==> src/rtl/ram_fifo_ctrl_pkg.sv <==
// Shared constants and the output-buffer entry type for the RAM-backed FIFO controller.
// Latency: n/a (types and constants only).
// Backpressure: n/a.
//
// Contents:
//   DATA_WIDTH_DEF / ADDR_WIDTH_DEF / DEPTH_DEF : default geometry
//   BUF_DATA_MAX : widest word the output buffer entry can carry
//   buf_entry_t  : one output-buffer slot (data, valid)
//   make_entry   : builds a valid entry from a (zero-extended) word
package ram_fifo_ctrl_pkg;

  localparam int DATA_WIDTH_DEF = 8;
  localparam int ADDR_WIDTH_DEF = 10;
  localparam int DEPTH_DEF      = 1024;

  // Entry data field is sized for the widest supported word; narrower words
  // are zero-extended on the way in and sliced on the way out.
  localparam int BUF_DATA_MAX = 64;
  localparam int BUF_ENTRIES  = 2;

  typedef struct packed {
    logic [BUF_DATA_MAX-1:0] data;
    logic                    valid;
  } buf_entry_t;

  function automatic buf_entry_t make_entry(input logic [BUF_DATA_MAX-1:0] d);
    buf_entry_t e;
    e.data  = d;
    e.valid = 1'b1;
    return e;
  endfunction

endpackage

==> src/rtl/ram_fifo_outbuf.sv <==
// Two-entry output buffer holding words returned by the RAM; slot 0 is the FIFO head.
// Latency: a word written at edge N is on out_data after edge N (registered head).
// Backpressure: caller must only write when a slot is free (occ + in-flight <= 2).
//
// Ports:
//   clk, rst (async, active-low), flush (sync clear)
//   wr_vld / wr_dat : word arriving from RAM this cycle
//   pop             : head consumed at this edge
//   out_valid / out_data : registered head entry
//   occ             : number of valid entries (0..2)
module ram_fifo_outbuf
  import ram_fifo_ctrl_pkg::*;
#(
  parameter int DATA_WIDTH = DATA_WIDTH_DEF
) (
  input  logic                  clk,
  input  logic                  rst,
  input  logic                  flush,
  input  logic                  wr_vld,
  input  logic [DATA_WIDTH-1:0] wr_dat,
  input  logic                  pop,
  output logic                  out_valid,
  output logic [DATA_WIDTH-1:0] out_data,
  output logic [1:0]            occ
);

  buf_entry_t ent_q [BUF_ENTRIES];
  buf_entry_t ent_d [BUF_ENTRIES];
  logic       pop_ok;

  assign pop_ok = pop && ent_q[0].valid;

  // Pop shifts slot 1 into the head first, so a same-cycle write lands in
  // whichever slot is free after the shift and order is preserved.
  always_comb begin
    ent_d[0] = ent_q[0];
    ent_d[1] = ent_q[1];
    if (pop_ok) begin
      ent_d[0] = ent_q[1];
      ent_d[1] = '0;
    end
    if (wr_vld) begin
      if (!ent_d[0].valid) begin
        ent_d[0] = make_entry(BUF_DATA_MAX'(wr_dat));
      end else begin
        ent_d[1] = make_entry(BUF_DATA_MAX'(wr_dat));
      end
    end
  end

  always_ff @(posedge clk or negedge rst) begin
    if (!rst) begin
      ent_q[0] <= '0;
      ent_q[1] <= '0;
    end else if (flush) begin
      ent_q[0] <= '0;
      ent_q[1] <= '0;
    end else begin
      ent_q[0] <= ent_d[0];
      ent_q[1] <= ent_d[1];
    end
  end

  assign out_valid = ent_q[0].valid;
  assign out_data  = ent_q[0].data[DATA_WIDTH-1:0];
  assign occ       = {1'b0, ent_q[0].valid} + {1'b0, ent_q[1].valid};

  // Padding bits above DATA_WIDTH are always zero and never leave the block.
  if (DATA_WIDTH < BUF_DATA_MAX) begin : g_pad
    logic unused_pad;
    assign unused_pad = |ent_q[0].data[BUF_DATA_MAX-1:DATA_WIDTH];
  end

endmodule

==> src/rtl/ram_fifo_ctrl.sv <==
// FIFO controller around an external single-clock RAM with a 2-entry registered output buffer.
// Latency: word pushed at edge N into an empty FIFO is valid on out_data after edge N+2.
// Backpressure: in_ready drops when full or flushing; reads prefetch until buffer + in-flight reach 2.
//
// Ports:
//   clk, rst (async, active-low), flush (sync clear of all contents)
//   in_valid / in_ready / in_data    : upstream valid-ready
//   out_valid / out_ready / out_data : downstream valid-ready, head word registered
//   count, full, empty               : occupancy (RAM + in-flight + output buffer)
//   ram_write_addr/enable, ram_data_in, ram_read_addr/enable, ram_data_out : RAM port
module ram_fifo_ctrl
  import ram_fifo_ctrl_pkg::*;
#(
  parameter int DATA_WIDTH = DATA_WIDTH_DEF,
  parameter int ADDR_WIDTH = ADDR_WIDTH_DEF,
  parameter int DEPTH      = DEPTH_DEF
) (
  input  logic                  clk,
  input  logic                  rst,
  input  logic                  flush,
  input  logic                  in_valid,
  output logic                  in_ready,
  input  logic [DATA_WIDTH-1:0] in_data,
  output logic                  out_valid,
  input  logic                  out_ready,
  output logic [DATA_WIDTH-1:0] out_data,
  output logic [ADDR_WIDTH:0]   count,
  output logic                  full,
  output logic                  empty,
  output logic [ADDR_WIDTH-1:0] ram_write_addr,
  output logic [ADDR_WIDTH-1:0] ram_read_addr,
  output logic                  ram_write_enable,
  output logic                  ram_read_enable,
  output logic [DATA_WIDTH-1:0] ram_data_in,
  input  logic [DATA_WIDTH-1:0] ram_data_out
);

  localparam logic [ADDR_WIDTH-1:0] LAST_ADDR = ADDR_WIDTH'(DEPTH - 1);
  localparam logic [ADDR_WIDTH:0]   DEPTH_CNT = (ADDR_WIDTH + 1)'(DEPTH);

  // DEPTH need not be a power of two, so wrap explicitly.
  function automatic logic [ADDR_WIDTH-1:0] ptr_next(input logic [ADDR_WIDTH-1:0] p);
    return (p == LAST_ADDR) ? '0 : p + 1'b1;
  endfunction

  logic [ADDR_WIDTH-1:0] wr_ptr;
  logic [ADDR_WIDTH-1:0] rd_ptr;
  logic [ADDR_WIDTH:0]   ram_cnt;   // words written to RAM but not yet read
  logic [ADDR_WIDTH:0]   count_q;
  logic                  rd_inflight;
  logic                  push;
  logic                  pop;
  logic                  rd_en;
  logic [1:0]            buf_occ;
  logic [2:0]            pend;

  assign full     = (count_q == DEPTH_CNT);
  assign empty    = (count_q == '0);
  assign count    = count_q;
  assign in_ready = rst && !full && !flush;
  assign push     = in_valid && in_ready;
  assign pop      = out_valid && out_ready;

  // Read only if the buffer will still have a free slot when the data lands.
  // ram_cnt is the pre-edge value, so a word written this cycle is never read
  // in the same cycle. Written as pend < 2 + pop to avoid unsigned underflow.
  assign pend  = {1'b0, buf_occ} + {2'b0, rd_inflight};
  assign rd_en = rst && !flush && (ram_cnt != '0) && (pend < (3'd2 + {2'b0, pop}));

  assign ram_write_enable = push;
  assign ram_write_addr   = wr_ptr;
  assign ram_data_in      = in_data;
  assign ram_read_enable  = rd_en;
  assign ram_read_addr    = rd_ptr;

  always_ff @(posedge clk or negedge rst) begin
    if (!rst) begin
      wr_ptr      <= '0;
      rd_ptr      <= '0;
      ram_cnt     <= '0;
      count_q     <= '0;
      rd_inflight <= 1'b0;
    end else if (flush) begin
      // Clearing rd_inflight drops the read data that returns next cycle.
      wr_ptr      <= '0;
      rd_ptr      <= '0;
      ram_cnt     <= '0;
      count_q     <= '0;
      rd_inflight <= 1'b0;
    end else begin
      if (push) begin
        wr_ptr <= ptr_next(wr_ptr);
      end
      if (rd_en) begin
        rd_ptr <= ptr_next(rd_ptr);
      end
      ram_cnt     <= ram_cnt + {{ADDR_WIDTH{1'b0}}, push} - {{ADDR_WIDTH{1'b0}}, rd_en};
      count_q     <= count_q + {{ADDR_WIDTH{1'b0}}, push} - {{ADDR_WIDTH{1'b0}}, pop};
      rd_inflight <= rd_en;
    end
  end

  ram_fifo_outbuf #(
    .DATA_WIDTH(DATA_WIDTH)
  ) u_outbuf (
    .clk      (clk),
    .rst      (rst),
    .flush    (flush),
    .wr_vld   (rd_inflight),
    .wr_dat   (ram_data_out),
    .pop      (pop),
    .out_valid(out_valid),
    .out_data (out_data),
    .occ      (buf_occ)
  );

endmodule

==> config.mk <==
export PLATFORM = sky130hd
export DESIGN_NAME = ram_fifo_ctrl
export DESIGN_NICKNAME = d
export VERILOG_FILES = /design/src/rtl/ram_fifo_ctrl_pkg.sv /design/src/rtl/ram_fifo_outbuf.sv /design/src/rtl/ram_fifo_ctrl.sv
export SDC_FILE = /design/constraint.sdc
export NUM_CORES = 1
export LEC_CHECK = 0
export ABC_AREA = 1
export ABC_CLOCK_PERIOD_IN_PS = 3800
export CORE_UTILIZATION = 54
export DETAILED_ROUTE_END_ITERATION = 8
export PLACE_DENSITY_LB_ADDON = 0.08
export SYNTH_ARGS = -nofsm -noshare
export SYNTH_HDL_FRONTEND = slang
export SYNTH_SLANG_ARGS = --single-unit
==> constraint.sdc <==
create_clock -name clk -period 3.8 [get_ports clk]
set_input_delay 0.57 -clock clk [delete_from_list [all_inputs] [get_ports clk]]
set_output_delay 0.57 -clock clk [all_outputs]
set_load 0.05 [all_outputs]
# Yosys cells after proc, flatten, opt, wreduce, memory -nomap -nowiden
# Cells that the tools add are included.
dict set report classes {
  shift 0
  bitwise 0
  mux 14
  magnitude_cmp 1
  eq_ne 3
  div_mod_pow 0
  n_reduce_logical 14
  n_mul 0
  add_sub_neg 9
}
# cell count
set op_table {}
lappend op_table {{2-to-1 mux 130 bit} 3}
lappend op_table {{2-to-1 mux 65 bit} 2}
lappend op_table {{2-to-1 mux 10 bit} 6}
lappend op_table {{adder 11 x 1 -> 11 bit} 2}
lappend op_table {{2-to-1 mux 11 bit} 2}
lappend op_table {{subtractor 11 x 1 -> 11 bit} 2}
lappend op_table {{adder 10 x 1 -> 10 bit, second input constant} 2}
lappend op_table {{equality test 10 bit, second input constant} 2}
lappend op_table {{equality test 11 bit, second input constant} 1}
lappend op_table {{zero test 11 bit} 1}
lappend op_table {{nonzero test 11 bit} 1}
lappend op_table {{logical AND 1 bit} 8}
lappend op_table {{nonzero test 2 bit} 2}
lappend op_table {{adder 2 x 1 -> 3 bit} 1}
lappend op_table {{adder 2 x 1 -> 3 bit, first input constant} 1}
lappend op_table {{less-than comparator 3 bit} 1}
lappend op_table {{adder 1 x 1 -> 2 bit} 1}
lappend op_table {{zero test 1 bit} 2}
lappend op_table {{2-to-1 mux 1 bit} 1}
dict set report word_totals {
  input_bits 21
  out_inout_bits 53
  romBits 0
  word_cells 50
  register_bits 173
  memories 0
  ramBits 0
  latch_bits 0
}

# Longest topological paths before layout
# Gate-level depths: netlist of run 1.
dict set report logic_depth {
  ltp_word 8
  ltp_mapped 21
  depth_no_buf 20
}

# By module
# Synthesis of run 1 repeated with hierarchy kept, for this count alone.
dict set report hier_totals {
  hier_cells 622
  area_unflattened_um2 4399.2
}
# module area_per_inst_um2 n_inst cells_per_inst seq_area_each_um2
set by_module_without_submodules {}
lappend by_module_without_submodules {ram_fifo_ctrl 3314.4 1 474 1076.0}
lappend by_module_without_submodules {ram_fifo_outbuf 1084.8 1 148 450.4}

# Worst setup path before layout of run 1
# Ideal clock, no wire load.
dict set report synth_timing {
  path_kind {register to register}
  from {reg u_outbuf.ent_q (netlist bit u_outbuf.out_valid)}
  to {reg ram_cnt[10]}
  path_buffers 1
  required_ns 3.681
  t_arrival_ns 3.175
  setup_ns 0.119
  path_stages_with_launch 19
  period_less_slack_ns 3.294
  setup_slack_ns 0.506
  path_cell_list {dfrtp_1 -> fa_1 -> o21ai_2 -> nand2_4 -> nor2b_4 -> buf_6 -> ha_1 -> inv_1 -> ha_1 -> inv_1 -> fa_1 -> inv_1 -> nand2_1 -> nand2_1 -> nand3_1 -> nand2_1 -> nand2_1 -> a21oi_1 -> nor2_1}
}
dict set report synth_via {
  elab_chain_len 6
  word_cells_on_any_way 8
  cone_classes {4 x add/sub; 1 x order compare; 1 x mux; 2 x reduce/logical}
}
# item line_no
set synth_lines {}
lappend synth_lines {{from (decl)} ram_fifo_outbuf.sv:27} ;# buf_entry_t ent_q [BUF_ENTRIES];
lappend synth_lines {{adder 1 x 1 -> 2 bit / logical AND 1 bit (equally long branches)} {ram_fifo_outbuf.sv:66, ram_fifo_ctrl.sv:62}}
lappend synth_lines {{adder 2 x 1 -> 3 bit, on equally long branches} {ram_fifo_ctrl.sv:67, ram_fifo_ctrl.sv:68}}
lappend synth_lines {{less-than comparator 3 bit *} ram_fifo_ctrl.sv:68} ;# assign rd_en = rst && !flush && (ram_cnt != '0) && (pend < (3'd2 + {2'b0, pop}));
lappend synth_lines {{logical AND 1 bit *} ram_fifo_ctrl.sv:68}
lappend synth_lines {{via ram_read_enable} ram_fifo_ctrl.sv:33} ;# output logic ram_read_enable,
lappend synth_lines {{subtractor 11 x 1 -> 11 bit *} ram_fifo_ctrl.sv:97} ;# ram_cnt <= ram_cnt + {{ADDR_WIDTH{1'b0}}, push} - {{ADDR_WIDTH{1'b0}}, rd_en};
lappend synth_lines {{2-to-1 mux 11 bit *} ram_fifo_ctrl.sv:83} ;# end else if (flush) begin
lappend synth_lines {{to (signal assigned)} ram_fifo_ctrl.sv:97}
lappend synth_lines {{to (decl)} ram_fifo_ctrl.sv:48} ;# logic [ADDR_WIDTH:0] ram_cnt;
# Mark *: on every way through the listed nets, which the timed path passes. The rest lies on a longest branch.
# A chain may end at the register's enable or synchronous reset.

# Worst setup path after layout of run 1
dict set report layout_timing {
  from {reg u_outbuf.ent_q (netlist bit u_outbuf.out_valid)}
  to {reg ram_cnt[8]}
}
dict set report layout_via {
  elab_chain_len 6
  word_cells_on_any_way 8
  cone_classes {4 x add/sub; 1 x order compare; 1 x mux; 2 x reduce/logical}
}
# item line_no
set layout_lines {}
lappend layout_lines {{adder 1 x 1 -> 2 bit / logical AND 1 bit (equally long branches)} {ram_fifo_outbuf.sv:66, ram_fifo_ctrl.sv:62}}
lappend layout_lines {{adder 2 x 1 -> 3 bit, on equally long branches} {ram_fifo_ctrl.sv:67, ram_fifo_ctrl.sv:68}}
lappend layout_lines {{less-than comparator 3 bit *} ram_fifo_ctrl.sv:68}
lappend layout_lines {{logical AND 1 bit *} ram_fifo_ctrl.sv:68}
lappend layout_lines {{subtractor 11 x 1 -> 11 bit *} ram_fifo_ctrl.sv:97}
lappend layout_lines {{2-to-1 mux 11 bit *} ram_fifo_ctrl.sv:83}
# Every way passes the cells marked *; elsewhere a longest branch is shown, timed or not.

==> reports/metrics.cfg, run 1 <==
[critical_path]
crit_fanout=4
start_kind=flop
end_kind=flop
cp.required_ns=4.04
critPathKind=reg -> reg
reg2regPathDepth=17
cp.arrival_ns=3.30

[power]
swShare_pct=47.0
combPwrFrac_pct=54.5
irDropWorstVdd_mv=0.364
p_int_mw=1.68
power_density_mw_per_mm2=631
clockPowerShare_pct=18.5
total_leakage_power_nw=2.53
seqPwrFrac_pct=27.0
switchingPower_mw=1.49

[synthesis]
synth-simple-area-share_pct=30.4
postSynthCellCount=584
netlist_area_mm2=0.00428
syn_nets=640
ys_seq_elements=61
synth_mux_area_share_pct=0
synth_top_family_by_area=simple AND/OR/NAND/NOR gates
synth_fa_ha_area_share_pct=10.8
synth_compound_area_share_pct=9.61
seq_area_frac_synth_pct=35.6
synthXorXnorAreaFrac_pct=1.64
synth.distinct_cells=36
ys_warn_count=0
syn_area_per_cell_um2=7.33

[cts]
postCtsSetupBuffers=0
htree_levels=3
clk_pin_slew_ns=0.07
cts_tree=built
cts_hold_buf=0
cts_root_buf=clkbuf_8
clk_latency_ns=0.35
clock_path_buffers=2
cts_sinks=61
cts.repair.resized=0
cts_buffers=9

[timing]
final_max_slew_viol_count=0
rsz0062_at_grt=false
slew_headroom_pct=47.4
skew_ns=0.00978
timing.final.crit_share_pct=80.5
setup_viol=0
finalCriticalPeriod_ns=3.06
hold_viol=0
worst_slew_pin_slew_ns=0.790
tns_ns=0
fmax_mhz=327

[grt]
grt_pass1_vias=3542
antenna_found_initial=0
grtUsageTotal_pct=24.1
grt_pass1_wl_um=15900
grt_max_degree=62
overflow=0

[placement]
routabilityCongestion=0.850
portBuffers=57
dp.final_hpwl_um=6870

[routing]
routed-via-count=3754
dr.pass1.iters=5
drt-initial-drc-count=160
dr_wl_met3_um=366
drc=0
dr.max_layer_used=met4
final_antenna_net_count=0
totalWireLength_um=9330
viasPerCell=5.10
routed-wl-met2_um=4560
wl_met1_um=4270
routedWlPerCell_um=12.7

[cells_and_area]
final_nets=685
post-route-util_pct=65.4
num_antenna_cells=0
layout-drive-gt1-share_pct=8.99
nFillCells=698
area_delta_synth_final_pct=17.3

[run]
max-cap-violations=0

[floorplan]
start_util_pct=55.7
io_pins=74
fp.dieH_um=91.1
rows=32
core-area_mm2=0.00769
die_x_um=91.1
dieArea_mm2=0.00829

[hold_path]
hold_path.class=in -> async

[outcome]
status=finished, final reports clean

## cells by family (layout without fill, tap and decap cells)
| kind of cell | count (synthesis) | in the layout |
|---|---|---|
| adders and majority gates | 35 | 35 |
| AOI/OAI and AO/OA | 74 | 74 |
| and+or+nand+nor | 299 | 299 |
| xor gates and xnor gates | 8 | 8 |
| DFF | 61 | 61 |
| buffers and inverters | 107 | 157 |
## state kept, by name (all words and copies together), names as in the netlist
| register | flops |
|---|---|
| ram_read_addr | 10 |
| ram_write_addr | 10 |
| u_outbuf.out_valid | 1 |
| ram_cnt | 11 |
| rd_inflight | 1 |
| u_outbuf.out_data | 8 |
| u_outbuf.ent_q | 9 |
| count | 11 |
## area by class of cell
type | instances | area (um^2) | share of cell area, %
Timing Repair Buffer | 62 | 621 | 12.4
Inverter | 79 | 309 | 6.15
Clock inverter | 7 | 75.1 | 1.49
Sequential cell | 61 | 1530 | 30.4
Tap cell | 102 | 128 | 2.54
Multi-Input combinational cell | 416 | 2240 | 44.6
Clock buffer | 9 | 124 | 2.47
## final timing paths
kind / from / to / slack [ns]
worst max register to register: u_outbuf.out_valid$_DFF_PN0_ / ram_cnt[8]$_DFF_PN0_ / 0.74
worst max-delay path: u_outbuf.out_valid$_DFF_PN0_ / ram_cnt[8]$_DFF_PN0_ / 0.74
min in group clk: u_outbuf.ent_q[6]$_DFF_PN0_ / u_outbuf.ent_q[6]$_DFF_PN0_ / 0.53
max in group asynchronous: rst / ram_cnt[7]$_DFF_PN0_ / 2.80
worst min register to register: u_outbuf.ent_q[6]$_DFF_PN0_ / u_outbuf.ent_q[6]$_DFF_PN0_ / 0.53
worst min-delay path: rst / count[6]$_DFF_PN0_ / 0.47
## critical path, cell delays in order (launching register included)
cell     delay (ns)
dfrtp_1        0.45
fa_1           0.52
o21ai_2        0.22
nand2_4        0.08
nor2b_4        0.11
ha_1           0.23
inv_1          0.06
ha_1           0.19
inv_1          0.09
fa_1           0.37
inv_1          0.08
nand2_1        0.07
nand2_1        0.08
nand3_1        0.06
nand2_1        0.11
nand2_1        0.08
a21oi_1        0.12
nor2_1         0.06
## power by group through the flow
stage	sequential (mW)	clock [mW]	combinational, mW
finish	0.856	0.587	1.73
global route	0.874	0.631	1.96
CTS	0.859	0.601	1.74
detailed placement	0.872	0	1.73
global placement	0.867	0	1.70
floorplan	1.02	0	1.19
## placed cells by master, fill, tap and decap left out, drive strengths merged, types with 3 or more instances in the layout
master | netlist | final
a21oi | 33 | 33
buf | 23 | 9
clkbuf | 5 | 9
clkdlybuf4s50 | 0 | 53
clkinv | 3 | 5
clkinvlp | 0 | 3
dfrtp | 61 | 61
fa | 3 | 3
ha | 32 | 32
inv | 76 | 77
nand2 | 165 | 165
nand3 | 36 | 36
nand4 | 6 | 6
nor2 | 76 | 76
nor3 | 12 | 12
o21ai | 33 | 33
o21bai | 6 | 6
xor2 | 7 | 7
## per-stage QoR
step	power [mW]	hold WS (ns)	instance area (um^2)	worst slack (ns)	cells
4_1_cts	3.20	0.517	5020	0.738	736
3_5_place_dp	2.60	0.524	4830	0.585	720
2_1_floorplan	2.21	0.274	4280	0.506	584
5_1_grt	3.47	0.556	5020	0.534	736
3_3_place_gp	2.56	0.521	4830	0.658	720
6_report	3.17	0.470	5020	0.740	736
## synthesized netlist by cell type, drive strengths merged
cell type	number	area share (%)
a21o	1	0.18
nor2b	2	0.47
o21ai	33	4.3
nor2	76	7.1
nand2	165	16
nand3b	1	0.18
xnor2	1	0.20
dfrtp	61	36
ha	32	9.3
xor2	7	1.4
o21bai	6	1.1
clkbuf	5	0.44
fa	3	1.4
buf	23	4.4
clkinv	3	0.38
nand4	6	0.88
nor3b	1	0.18
inv	76	6.8
nand3	36	4.3
a31oi	1	0.15
a21oi	33	3.9
nor3	12	1.4
## per-layer routing
| layer | track usage, % | vias to the layer above |
|---|---|---|
| met5 | 0 | - |
| met4 | 8.99 | 0 |
| met3 | 4.86 | 15 |
| met2 | 41.4 | 82 |
| met1 | 29.8 | 1729 |
| li1 | - | 1928 |
Power figures use the tool's default switching activity.
==> run 2, diff against run 1 <==
--- a/config.mk
+++ b/config.mk
@@ -6,7 +6,7 @@
 export NUM_CORES = 1
 export LEC_CHECK = 0
 export ABC_AREA = 1
-export ABC_CLOCK_PERIOD_IN_PS = 3800
+export ABC_CLOCK_PERIOD_IN_PS = 3200
 export CORE_UTILIZATION = 54
 export DETAILED_ROUTE_END_ITERATION = 8
 export PLACE_DENSITY_LB_ADDON = 0.08
==> constraint.sdc (replaced) <==
create_clock -name clk -period 3.2 [get_ports clk]
set_input_delay 0.48 -clock clk [delete_from_list [all_inputs] [get_ports clk]]
set_output_delay 0.48 -clock clk [all_outputs]
set_load 0.05 [all_outputs]
==> reports/metrics.cfg, run 2 (synthesis gave the netlist of run 1 again) <==
[critical_path]
crit_family=adder cells
regToRegSetupSlack_ns=0.21
crit_fanout=4
critPathSlowestCell=fa_1
end_kind=flop
path_buf_inv=3
reg2regPathDepth=17
cp.required_ns=3.44
slowest_delay_ns=0.51
worst_r2r_endpoint=ram_cnt[8]$_DFF_PN0_
crit_chain=fa_1, o21ai_2, nand2_4, nor2b_4, ha_1, inv_1, ha_2, inv_1, fa_1, inv_1, nand2_1, nand2_1, nand3_1, nand2_2, nand2_1, a21oi_1, nor2_1
start_kind=flop
critPathCapture=ram_cnt[8]$_DFF_PN0_
crit_start=u_outbuf.out_valid$_DFF_PN0_
path_depth=17
critPathKind=reg -> reg
cp.arrival_ns=3.22
r2r_start=u_outbuf.out_valid$_DFF_PN0_

[timing]
rsz0062_at_grt=false
worst_slew_pin_slew_ns=0.817
skew_ns=0.0166
whs_ns=0.375
timing.final.crit_share_pct=93.4
fmax_mhz=335
finalCriticalPeriod_ns=2.99
tns_ns=0
slew_headroom_pct=45.6
hold_viol=0
final_max_slew_viol_count=0
setup_viol=0
setup_ws_ns=0.212

[routing]
final_antenna_net_count=0
routedWlPerCell_um=12.8
drc=0
viasPerCell=5.18
drt-initial-drc-count=140
dr.pass1.iters=4
routed-via-count=3836
totalWireLength_um=9500

[cts]
cts_sinks=61
cts_root_buf=clkbuf_8
cts_hold_buf=0
clock_path_buffers=2
clk_pin_slew_ns=0.08
clk_latency_ns=0.34
htree_levels=3
cts_tree=built
cts_buffers=9

[grt]
overflow=0
grt_max_degree=62
grt_pass1_wl_um=16200
grt_pass1_vias=3649
antenna_found_initial=0
grtUsageTotal_pct=24.4

[cells_and_area]
layout-drive-gt1-share_pct=10.3
multi_input_comb_area_mm2=0.00225
final_cells=741
area_delta_synth_final_pct=18.7
regArea_mm2=0.00153
num_antenna_cells=0
final_nets=690
final_common_cell=nand2_1
nFillCells=678
fin_area_mm2=0.00508
mostFrequentLayoutCells=nand2_1 (149), inv_1 (72), nor2_1 (72), dfrtp_1 (59), clkdlybuf4s50_1 (53)
post-route-util_pct=66.1

[power]
total_leakage_power_nw=2.56
irDropWorstVdd_mv=0.454
p_total_mw=3.81
power_density_mw_per_mm2=749

[floorplan]
dieArea_mm2=0.00829
fp.dieH_um=91.1
core-area_mm2=0.00769
die_x_um=91.1
rows=32
io_pins=74
start_util_pct=55.7

[placement]
place_area_mm2=0.00486
place_ws_ns=0.0615
routabilityCongestion=0.878
dp.final_hpwl_um=6690
portBuffers=57
dpl.cell_count=723

[hold_path]
hold_path.class=in -> async

[outcome]
status=finished, final reports clean

[run]
max-cap-violations=0

## run 2: timing repair
item,in CTS,in global routing
setup buffers,0,2
hold endpoints to repair,0,0
resized for setup,0,3
setup endpoints to repair,0,3
## run 2: area by class of cell
type	instances	share of cell area, %
Sequential cell	61	30.1
Multi-Input combinational cell	416	44.2
Tap cell	102	2.51
Clock buffer	9	2.44
Clock inverter	7	1.48
Timing Repair Buffer	67	13.2
Inverter	79	6.08
## run 2: power by group
group          internal [mW]  switching (mW)  total, mW
combinational          0.737            1.35       2.08
sequential             0.907           0.112       1.02
clock                  0.364           0.343      0.707
## run 2: routing by layer
layer | wire [um] | GRT usage, %
met2 | 4800 | 42.6
met3 | 334 | 3.43
met4 | 139 | 9.26
met1 | 4220 | 30.6
met5 | 0 | 0
## run 2: worst min-delay path by stage
stage	startpoint	end	cells after the start
finish	rst	count[3]$_DFF_PN0_	2
global route	rst	count[3]$_DFF_PN0_	2
CTS	rst	count[4]$_DFF_PN0_	2
detailed placement	u_outbuf.ent_q[6]$_DFF_PN0_	u_outbuf.ent_q[6]$_DFF_PN0_	2
global placement	u_outbuf.ent_q[5]$_DFF_PN0_	u_outbuf.ent_q[5]$_DFF_PN0_	2
floorplan	rst	count[0]$_DFF_PN0_	0
==> run 3, diff against run 2 <==
--- a/config.mk
+++ b/config.mk
@@ -8,8 +8,10 @@
 export ABC_AREA = 1
 export ABC_CLOCK_PERIOD_IN_PS = 3200
 export CORE_UTILIZATION = 54
+export CTS_CLUSTER_SIZE = 40
 export DETAILED_ROUTE_END_ITERATION = 8
 export PLACE_DENSITY_LB_ADDON = 0.08
 export SYNTH_ARGS = -nofsm -noshare
 export SYNTH_HDL_FRONTEND = slang
 export SYNTH_SLANG_ARGS = --single-unit
+export TNS_END_PERCENT = 50
==> results of run 3 <==
Final layout, timing and power as in run 2 (identical DEF).
